## src/rtl/uart_memory.sv

```systemverilog
// Memory back-end that forwards 32-bit read/write commands as UART request frames
// and collects 4-byte read responses from the host on the same link.
module uart_memory #(
    parameter int FMAX_MHz  = 27,
    parameter int BAUD_RATE = 115200
) (
    input  logic        clk,
    input  logic        rst_n,
    input  logic        cmd_start,
    input  logic        cmd_write,
    output logic        cmd_ready,
    input  logic [31:0] addr,
    input  logic [31:0] wdata,
    input  logic [31:0] wmask,
    output logic [31:0] rdata,
    output logic        rdata_valid,
    input  logic        uart_rx,
    output logic        uart_tx
);

    localparam int CLKS_PER_BIT = FMAX_MHz * 1000000 / BAUD_RATE;
    localparam int CNT_W        = $clog2(CLKS_PER_BIT + 1);
    localparam logic [CNT_W-1:0] BIT_LAST  = CNT_W'(CLKS_PER_BIT - 1);
    localparam logic [CNT_W-1:0] HALF_LAST = CNT_W'(CLKS_PER_BIT / 2 - 1);

    // Handshake: a command transfers on a rising edge where cmd_start and cmd_ready
    // are both 1; cmd_start with cmd_ready low is dropped. rdata_valid is a
    // single-cycle pulse with no back-pressure, and rdata holds until the next read.

    typedef enum logic [1:0] {IDLE, SEND, RECV} state_t;
    typedef enum logic [1:0] {RX_IDLE, RX_START, RX_DATA, RX_STOP} rx_state_t;

    // Transaction FSM state, visible for checkers by hierarchical reference.
    state_t     state;
    rx_state_t  rx_state;

    // Latched command
    logic        cmd_write_q;
    logic [31:0] addr_q;
    logic [31:0] wdata_q;
    logic [31:0] wmask_q;

    // Transmitter
    logic [3:0]       byte_idx;
    logic [3:0]       tx_bit;
    logic [CNT_W-1:0] tx_cnt;
    logic [103:0]     frame;
    logic [7:0]       tx_byte;
    logic [3:0]       last_idx;

    // Receiver
    logic             rx_meta;
    logic             rx_sync;
    logic             rx_prev;
    logic [CNT_W-1:0] rx_cnt;
    logic [2:0]       rx_bit;
    logic [7:0]       rx_shift;
    logic             rx_byte_ok;
    logic [1:0]       rx_count;
    logic [23:0]      rx_acc;

    assign frame    = {wmask_q, wdata_q, addr_q, (cmd_write_q ? 8'h57 : 8'h52)};
    assign tx_byte  = frame[{byte_idx, 3'b000} +: 8];
    assign last_idx = cmd_write_q ? 4'd12 : 4'd4;

    // A byte is accepted on the clock its stop bit is seen high at bit centre.
    assign rx_byte_ok = (rx_state == RX_STOP) && (rx_cnt == BIT_LAST) && rx_sync;

    always_ff @(posedge clk or negedge rst_n) begin
        if (!rst_n) begin
            rx_meta <= 1'b1;
            rx_sync <= 1'b1;
            rx_prev <= 1'b1;
        end else begin
            rx_meta <= uart_rx;
            rx_sync <= rx_meta;
            rx_prev <= rx_sync;
        end
    end

    always_ff @(posedge clk or negedge rst_n) begin
        if (!rst_n) begin
            rx_state <= RX_IDLE;
            rx_cnt   <= '0;
            rx_bit   <= '0;
            rx_shift <= '0;
        end else begin
            case (rx_state)
                RX_IDLE: begin
                    if (rx_prev && !rx_sync) begin
                        rx_state <= RX_START;
                        rx_cnt   <= '0;
                    end
                end
                RX_START: begin
                    // Line back high at half a bit means the falling edge was a glitch.
                    if (rx_cnt == HALF_LAST) begin
                        rx_cnt   <= '0;
                        rx_bit   <= '0;
                        rx_state <= rx_sync ? RX_IDLE : RX_DATA;
                    end else begin
                        rx_cnt <= rx_cnt + 1'b1;
                    end
                end
                RX_DATA: begin
                    if (rx_cnt == BIT_LAST) begin
                        rx_cnt   <= '0;
                        rx_shift <= {rx_sync, rx_shift[7:1]};
                        if (rx_bit == 3'd7) begin
                            rx_state <= RX_STOP;
                        end else begin
                            rx_bit <= rx_bit + 1'b1;
                        end
                    end else begin
                        rx_cnt <= rx_cnt + 1'b1;
                    end
                end
                RX_STOP: begin
                    if (rx_cnt == BIT_LAST) begin
                        rx_cnt   <= '0;
                        rx_state <= RX_IDLE;
                    end else begin
                        rx_cnt <= rx_cnt + 1'b1;
                    end
                end
                default: rx_state <= RX_IDLE;
            endcase
        end
    end

    always_ff @(posedge clk or negedge rst_n) begin
        if (!rst_n) begin
            state       <= IDLE;
            cmd_ready   <= 1'b1;
            rdata_valid <= 1'b0;
            rdata       <= '0;
            uart_tx     <= 1'b1;
            cmd_write_q <= 1'b0;
            addr_q      <= '0;
            wdata_q     <= '0;
            wmask_q     <= '0;
            byte_idx    <= '0;
            tx_bit      <= '0;
            tx_cnt      <= '0;
            rx_count    <= '0;
            rx_acc      <= '0;
        end else begin
            rdata_valid <= 1'b0;
            case (state)
                IDLE: begin
                    uart_tx <= 1'b1;
                    if (cmd_start && cmd_ready) begin
                        cmd_write_q <= cmd_write;
                        addr_q      <= addr;
                        wdata_q     <= wdata;
                        wmask_q     <= wmask;
                        cmd_ready   <= 1'b0;
                        state       <= SEND;
                        uart_tx     <= 1'b0;
                        byte_idx    <= '0;
                        tx_bit      <= '0;
                        tx_cnt      <= '0;
                    end
                end
                SEND: begin
                    // tx_bit 0 is the start bit, 1..8 the data bits, 9 the stop bit.
                    if (tx_cnt != BIT_LAST) begin
                        tx_cnt <= tx_cnt + 1'b1;
                    end else begin
                        tx_cnt <= '0;
                        if (tx_bit == 4'd9) begin
                            if (byte_idx == last_idx) begin
                                uart_tx <= 1'b1;
                                if (cmd_write_q) begin
                                    state     <= IDLE;
                                    cmd_ready <= 1'b1;
                                end else begin
                                    state    <= RECV;
                                    rx_count <= '0;
                                end
                            end else begin
                                byte_idx <= byte_idx + 1'b1;
                                tx_bit   <= '0;
                                uart_tx  <= 1'b0;
                            end
                        end else begin
                            tx_bit  <= tx_bit + 1'b1;
                            uart_tx <= (tx_bit == 4'd8) ? 1'b1 : tx_byte[tx_bit[2:0]];
                        end
                    end
                end
                RECV: begin
                    if (rx_byte_ok) begin
                        rx_acc <= {rx_shift, rx_acc[23:8]};
                        if (rx_count == 2'd3) begin
                            rdata       <= {rx_shift, rx_acc};
                            rdata_valid <= 1'b1;
                            cmd_ready   <= 1'b1;
                            state       <= IDLE;
                        end else begin
                            rx_count <= rx_count + 1'b1;
                        end
                    end
                end
                default: begin
                    state     <= IDLE;
                    cmd_ready <= 1'b1;
                    uart_tx   <= 1'b1;
                end
            endcase
        end
    end

endmodule

```

## config.mk

```make
export PLATFORM = sky130hd
export DESIGN_NAME = uart_memory
export DESIGN_NICKNAME = d
export VERILOG_FILES = /design/src/rtl/uart_memory.sv
export SDC_FILE = /design/constraint.sdc
export NUM_CORES = 1
export LEC_CHECK = 0
export BUFFER_PORTS_ARGS = -buffer_cell sky130_fd_sc_hd__clkbuf_2
export CELL_PAD_IN_SITES_DETAIL_PLACEMENT = 1
export CELL_PAD_IN_SITES_GLOBAL_PLACEMENT = 1
export CORE_MARGIN = 8
export CORE_UTILIZATION = 46
export DETAILED_ROUTE_END_ITERATION = 12
export GPL_ROUTABILITY_DRIVEN = 0
export MAX_ROUTING_LAYER = met4
export PLACE_DENSITY = 0.84
export SLEW_MARGIN = 10
export SYNTH_ARGS = -nofsm -noshare
export SYNTH_HDL_FRONTEND = slang
export SYNTH_SLANG_ARGS = --single-unit
export TNS_END_PERCENT = 100
```

## constraint.sdc

```tcl
create_clock -name clk -period 3.1 [get_ports clk]
set_input_delay 0.62 -clock clk [delete_from_list [all_inputs] [get_ports clk]]
set_output_delay 0.62 -clock clk [all_outputs]
set_load 0.01 [all_outputs]
```

==> impl_metrics.py, run 1 <==
metrics = {
    "sta": {
        "setup_violations": 0,
        "final-hold-violation-count": 0,
        "tightest_slew_ns": 0.630,
        "slew-limit-headroom_pct": 57.7,
        "clock_skew_ns": 0.0140,
        "post-route-min-period_ns": 2.69,
        "whs_ns": 0.138,
        "grt_setup_unrepaired": "no",
        "fmax_ghz": 0.372,
        "fin_crit_sh_pct": 86.8,
        "slew_violations": 0,
        "setup_tns_ns": 0,
    },
    "power": {
        "p_leak_nw": 5.49,
        "p_per_area_nw_per_um2": 503,
        "vdd_drop_max_mv": 0.370,
        "p_total_mw": 5.39,
    },
    "hold_path": {
        "holdCritPathClass": "primary input to async pin",
    },
    "logic_synthesis": {
        "async_flop_share_pct": 100,
        "synthFlopType": "dfrtp_1",
        "ys_seq_area_share_pct": 55.0,
        "synth-simple-area-share_pct": 6.54,
        "synth_seq_cells": 200,
        "yosys.area.top_type": "dfrtp_1",
        "synth_xor_area_share_pct": 0.384,
        "yosysTopAreaCellShare_pct": 53.5,
        "yosys_warnings": 0,
        "synthesis.area_um2": 9110,
        "netlist_top_cells_area": "dfrtp_1, mux2_2, mux2_4, o21ai_0, mux4_2",
        "synth_mux_area_share_pct": 25.7,
        "synth_cells": 696,
        "synth_top_family_by_area": "multiplexers",
        "syn_avg_cell_area_um2": 13.1,
        "yosys.area_share.adder_pct": 1.37,
        "synth-edff-count": 0,
        "syn_nets": 807,
        "ys_types": 58,
        "synth-compound-area-share_pct": 8.20,
    },
    "layout": {
        "syn2layout_area_growth_pct": 17.7,
        "layout.nets": 938,
        "mostFrequentLayoutCells": "dfrtp_1, mux2_2, clkbuf_2",
        "final_util_pct": 55.1,
        "antennaDiodeCount": 0,
        "layout-drive-gt1-share_pct": 44.6,
        "final_common_cell": "dfrtp_1",
    },
    "clock_network": {
        "cts.sinks": 200,
        "post_cts_buffers": 0,
        "h-tree-depth": 4,
        "clk_pin_slew_ns": 0.08,
        "holdBufCountCts": 0,
        "cts_tree": "built",
        "cts.root.buffer_cell": "clkbuf_16",
        "numCtsBuffers": 17,
        "clkLatencyLatePin_ns": 0.44,
        "cts_resized": 0,
        "cts.path.max_buffers": 2,
    },
    "placed_design": {
        "hpwl_mm": 16.7,
        "portBuffers": 135,
    },
    "setup_path": {
        "timing.critical_path.mode_cell": "nand2_1",
        "path_class": "flop to flop",
        "cp-end-kind": "flop",
        "worstRegToRegCells": 8,
        "path_buf_inv": 1,
        "cp.arrival_ns": 3.02,
        "reg2reg_to": "state[1]",
        "crit_required_ns": 3.43,
        "cp_max_fo": 14,
        "timing.rr.start": "tx_cnt[1]",
        "path_cells": "inv_1, ha_1, nand2_1, or4_1, nand2_1, o211a_1, nor3b_2, mux2_2",
        "cp-start-kind": "flop",
        "slowest_stage": "or4_1",
        "max_stage_delay_ns": 0.56,
        "critPathTopFamily": "simple AND/OR/NAND/NOR gates",
        "rrSetupSlack_ns": 0.41,
    },
    "flow_run": {
        "max_cap_violations": 0,
    },
    "grt": {
        "grt_first_pass_wirelength_mm": 38.6,
        "grt_overflow": 0,
        "grt_use_total_pct": 20.8,
        "grt_max_degree": 61,
        "antenna_found_initial": 0,
        "grt_pass1_vias": 6969,
    },
    "floorplan": {
        "start_util_pct": 46.8,
        "dieArea_um2": 24600,
        "pin_count": 136,
        "coreArea_um2": 19500,
        "rows": 51,
        "die_x_um": 157,
        "chipHeight_um": 157,
    },
    "drt": {
        "route.detailed.drc": 0,
        "vias": 6240,
        "viasPerCell": 5.65,
        "postRouteAntennaNets": 0,
        "dr.first_iter.drc_count": 444,
        "routed_wirelength_mm": 23.7,
        "firstDrtPassIters": 4,
        "wire_per_inst_um": 21.5,
    },
    "run_status": {
        "outcome": "finished clean",
    },
}
==> worst reg2reg max path, delay by kind of cell, from the launching register on <==
family          cells  cell delay [ns]
compound gates      1             0.28
fa+ha+maj           1             0.15
buf+inv             1             0.12
flops               1             0.41
mux                 1             0.36
simple gates        4             1.27
==> synthesized netlist by cell type (all sizes together), types with 10 or more instances <==
master,n
inv,16
buf,22
nand3,13
o22ai,10
dfrtp,195
mux2i,13
mux2,173
a21oi,12
o21ai,46
clkbuf,17
nand2,41
nor2,17
ha,10
==> per-stage QoR <==
stage | std cells | instance area [um2] | setup WS (ns)
CTS | 1105 | 10700 | 0.434
global placement | 1073 | 10100 | 0.642
global route | 1105 | 10700 | 0.252
finish | 1105 | 10700 | 0.411
floorplan | 696 | 9110 | 0.794
detailed placement | 1073 | 10100 | 0.507
==> logic make-up (layout without fill, tap and decap cells) <==
family | Yosys count | in the layout
flops | 200 | 200
mux | 193 | 193
compound gates | 116 | 116
simple gates | 116 | 116
buf+inv | 57 | 201
fa+ha+maj | 10 | 10
xor+xnor | 4 | 4
==> routing by layer <==
layer  part of all wire, %  wire length [um]  vias up  global-route usage [%]
met3                   4.0               951       53                    4.03
met2                    50             11900      174                    33.7
li1                      -                 -     2804                       -
met4                   2.6               623        0                    8.05
met5                     0                 0        -                       -
met1                    43             10300     3209                    25.4
==> where the power goes <==
group	internal, mW	switching (mW)
combinational	0.172	0.210
clock	1.10	1.15
sequential	2.67	0.0947
==> sequential cells by signal, indices dropped and copies added, names as in the netlist, 2 cells and up, named ones only <==
signal    flops
addr_q       32
byte_idx      4
rdata        32
rx_acc       24
rx_bit        3
rx_cnt        8
rx_count      2
rx_shift      8
state         2
tx_bit        4
tx_cnt        8
wdata_q      32
wmask_q      32
==> layout make-up <==
cell class,instances,area [um2]
tap,265,332
clock buffer,17,425
timing repair buffer,151,855
inverter,18,67.6
sequential,200,5010
multi-input combinational,439,3850
clock inverter,15,180
fill,2000,8740
==> worst max-delay path by stage <==
stage	startpoint	to	slack, ns	cells after the start
6_report	tx_cnt[1]	state[1]	0.41	8
5_1_grt	tx_cnt[1]	state[1]	0.25	8
4_1_cts	tx_cnt[1]	state[1]	0.43	8
3_5_place_dp	tx_cnt[1]	state[1]	0.51	8
3_3_place_gp	tx_cnt[1]	state[1]	0.64	8
2_1_floorplan	rx_cnt[1]	rdata[10]	0.79	9
Power figures use the tool's default switching activity.
==> inputs of run 2 (changes only) <==
==> constraint.sdc (replaced) <==
create_clock -name clk -period 2.74 [get_ports clk]
set_input_delay 0.548 -clock clk [delete_from_list [all_inputs] [get_ports clk]]
set_output_delay 0.548 -clock clk [all_outputs]
set_load 0.01 [all_outputs]
==> impl_metrics.py, run 2 (synthesized netlist as in run 1, its figures left out) <==
metrics = {
    "floorplan": {
        "rows": 51,
        "dieArea_um2": 24600,
        "die_x_um": 157,
        "pin_count": 136,
        "start_util_pct": 46.8,
        "chipHeight_um": 157,
        "coreArea_um2": 19500,
    },
    "setup_path": {
        "slowest_stage": "dfrtp_1",
        "cp-start-kind": "flop",
        "path_buf_inv": 1,
        "critPathTopFamily": "compound AO/OA/AOI/OAI gates",
        "cp_max_fo": 14,
        "path_cells": "buf_4, nor2_1, a2111oi_0, o21ai_0, nor3_1, o41ai_1, and4_1, a21oi_1",
        "worstRegToRegCells": 8,
        "cp.arrival_ns": 2.89,
        "path_depth": 8,
        "crit_required_ns": 3.10,
        "path_class": "flop to flop",
        "cp-end-kind": "flop",
        "max_stage_delay_ns": 0.68,
    },
    "sta": {
        "grt_setup_unrepaired": "no",
        "whs_ns": 0.0227,
        "setup_violations": 0,
        "setup_tns_ns": 0,
        "final-hold-violation-count": 0,
        "post-route-min-period_ns": 2.53,
        "tightest_slew_ns": 0.654,
        "clock_skew_ns": 0.0175,
        "slew_violations": 0,
        "fmax_ghz": 0.395,
        "slew-limit-headroom_pct": 56.1,
        "fin_crit_sh_pct": 92.4,
    },
    "drt": {
        "postRouteAntennaNets": 0,
        "firstDrtPassIters": 4,
        "dr.first_iter.drc_count": 448,
        "wire_per_inst_um": 21.3,
        "viasPerCell": 5.55,
        "route.detailed.drc": 0,
        "vias": 6168,
        "routed_wirelength_mm": 23.7,
    },
    "layout": {
        "final_common_cell": "dfrtp_1",
        "final_util_pct": 55.4,
        "layout.nets": 944,
        "seqCellArea_um2": 5010,
        "mostFrequentLayoutCells": "dfrtp_1, mux2_2, clkbuf_2",
        "stdcell_area_um2": 10800,
        "layout-drive-gt1-share_pct": 45.0,
        "nFillCells": 1978,
        "multiInputGateArea_um2": 3850,
        "syn2layout_area_growth_pct": 18.3,
    },
    "hold_path": {
        "holdCritPathClass": "primary input to async pin",
    },
    "grt": {
        "antenna_found_initial": 1,
        "grt_first_pass_wirelength_mm": 38.6,
        "grt_use_total_pct": 20.8,
        "grt_pass1_vias": 6965,
        "grt_max_degree": 62,
        "grt_overflow": 0,
    },
    "power": {
        "p_total_mw": 6.06,
        "p_leak_nw": 5.53,
        "vdd_drop_max_mv": 0.458,
        "p_per_area_nw_per_um2": 563,
        "p_seq_share_pct": 51.5,
        "switching_share_pct": 26.4,
        "pwr-share-comb_pct": 7.5,
        "switchingPower_mw": 1.60,
        "internal_power_mw": 4.46,
        "clockPowerShare_pct": 41.0,
    },
    "clock_network": {
        "post_cts_buffers": 0,
        "clkLatencyLatePin_ns": 0.44,
        "clk_pin_slew_ns": 0.08,
        "cts.path.max_buffers": 2,
        "cts_resized": 0,
        "numCtsBuffers": 17,
        "cts.sinks": 200,
        "cts_tree": "built",
        "cts.root.buffer_cell": "clkbuf_16",
        "holdBufCountCts": 0,
        "h-tree-depth": 4,
    },
    "placed_design": {
        "placed_area_um2": 10200,
        "portBuffers": 135,
        "hpwl_mm": 16.5,
    },
    "run_status": {
        "outcome": "finished clean",
    },
    "flow_run": {
        "max_cap_violations": 0,
    },
}
## run 2: changes by cell type in the layout (fill, tap and decap cells not counted)
cell,previous run,this run
buf_4,12,16
buf_12,4,6
clkinv_4,1,3
clkinv_8,5,3
clkbuf_8,1,2
clkinv_2,1,0
clkinvlp_4,0,1
diode_2,0,1
inv_12,1,0
## run 2: stage by stage
step / worst slack (ns) / cells
after detailed placement: 0.279 / 1079
after floorplan: 0.434 / 696
after global placement: 0.346 / 1079
final: 0.207 / 1112
after global routing: 0.0571 / 1112
after CTS: 0.203 / 1111
## run 2: cell type report
cell class	count	share of cell area, %
Antenna cell	1	0.0232
Clock buffer	18	4.07
Clock inverter	14	1.40
Inverter	18	0.627
Multi-Input combinational cell	439	35.7
Sequential cell	200	46.5
Tap cell	265	3.08
Timing Repair Buffer	157	8.58
## run 2: worst paths after layout
check / startpoint / slack [ns] / endpoint
setup / recovery: byte_idx[2] / 0.21 / uart_tx
hold / removal: rst_n / 0.02 / wdata_q[21]
setup reg to reg: byte_idx[2] / 0.21 / uart_tx
hold reg to reg: rx_meta / 0.36 / rx_sync
max in group asynchronous: rst_n / 2.00 / rx_prev
min in group clk: uart_rx / 0.19 / rx_meta
## run 2: power groups by stage
stage               sequential [mW]  clock, mW  combinational (mW)
floorplan                      3.13          0               0.253
global placement               3.17          0               0.417
detailed placement             3.18          0               0.437
CTS                            3.12       2.53               0.464
global route                   3.14       2.66               0.516
finish                         3.12       2.49               0.453
## run 2: metal layers
metal	wire, um	part of all wire (%)	GRT usage, %
met1	10400	44	26.2
met2	11900	50	33.5
met3	943	4.0	3.75
met4	462	2.0	7.09
met5	0	0	-
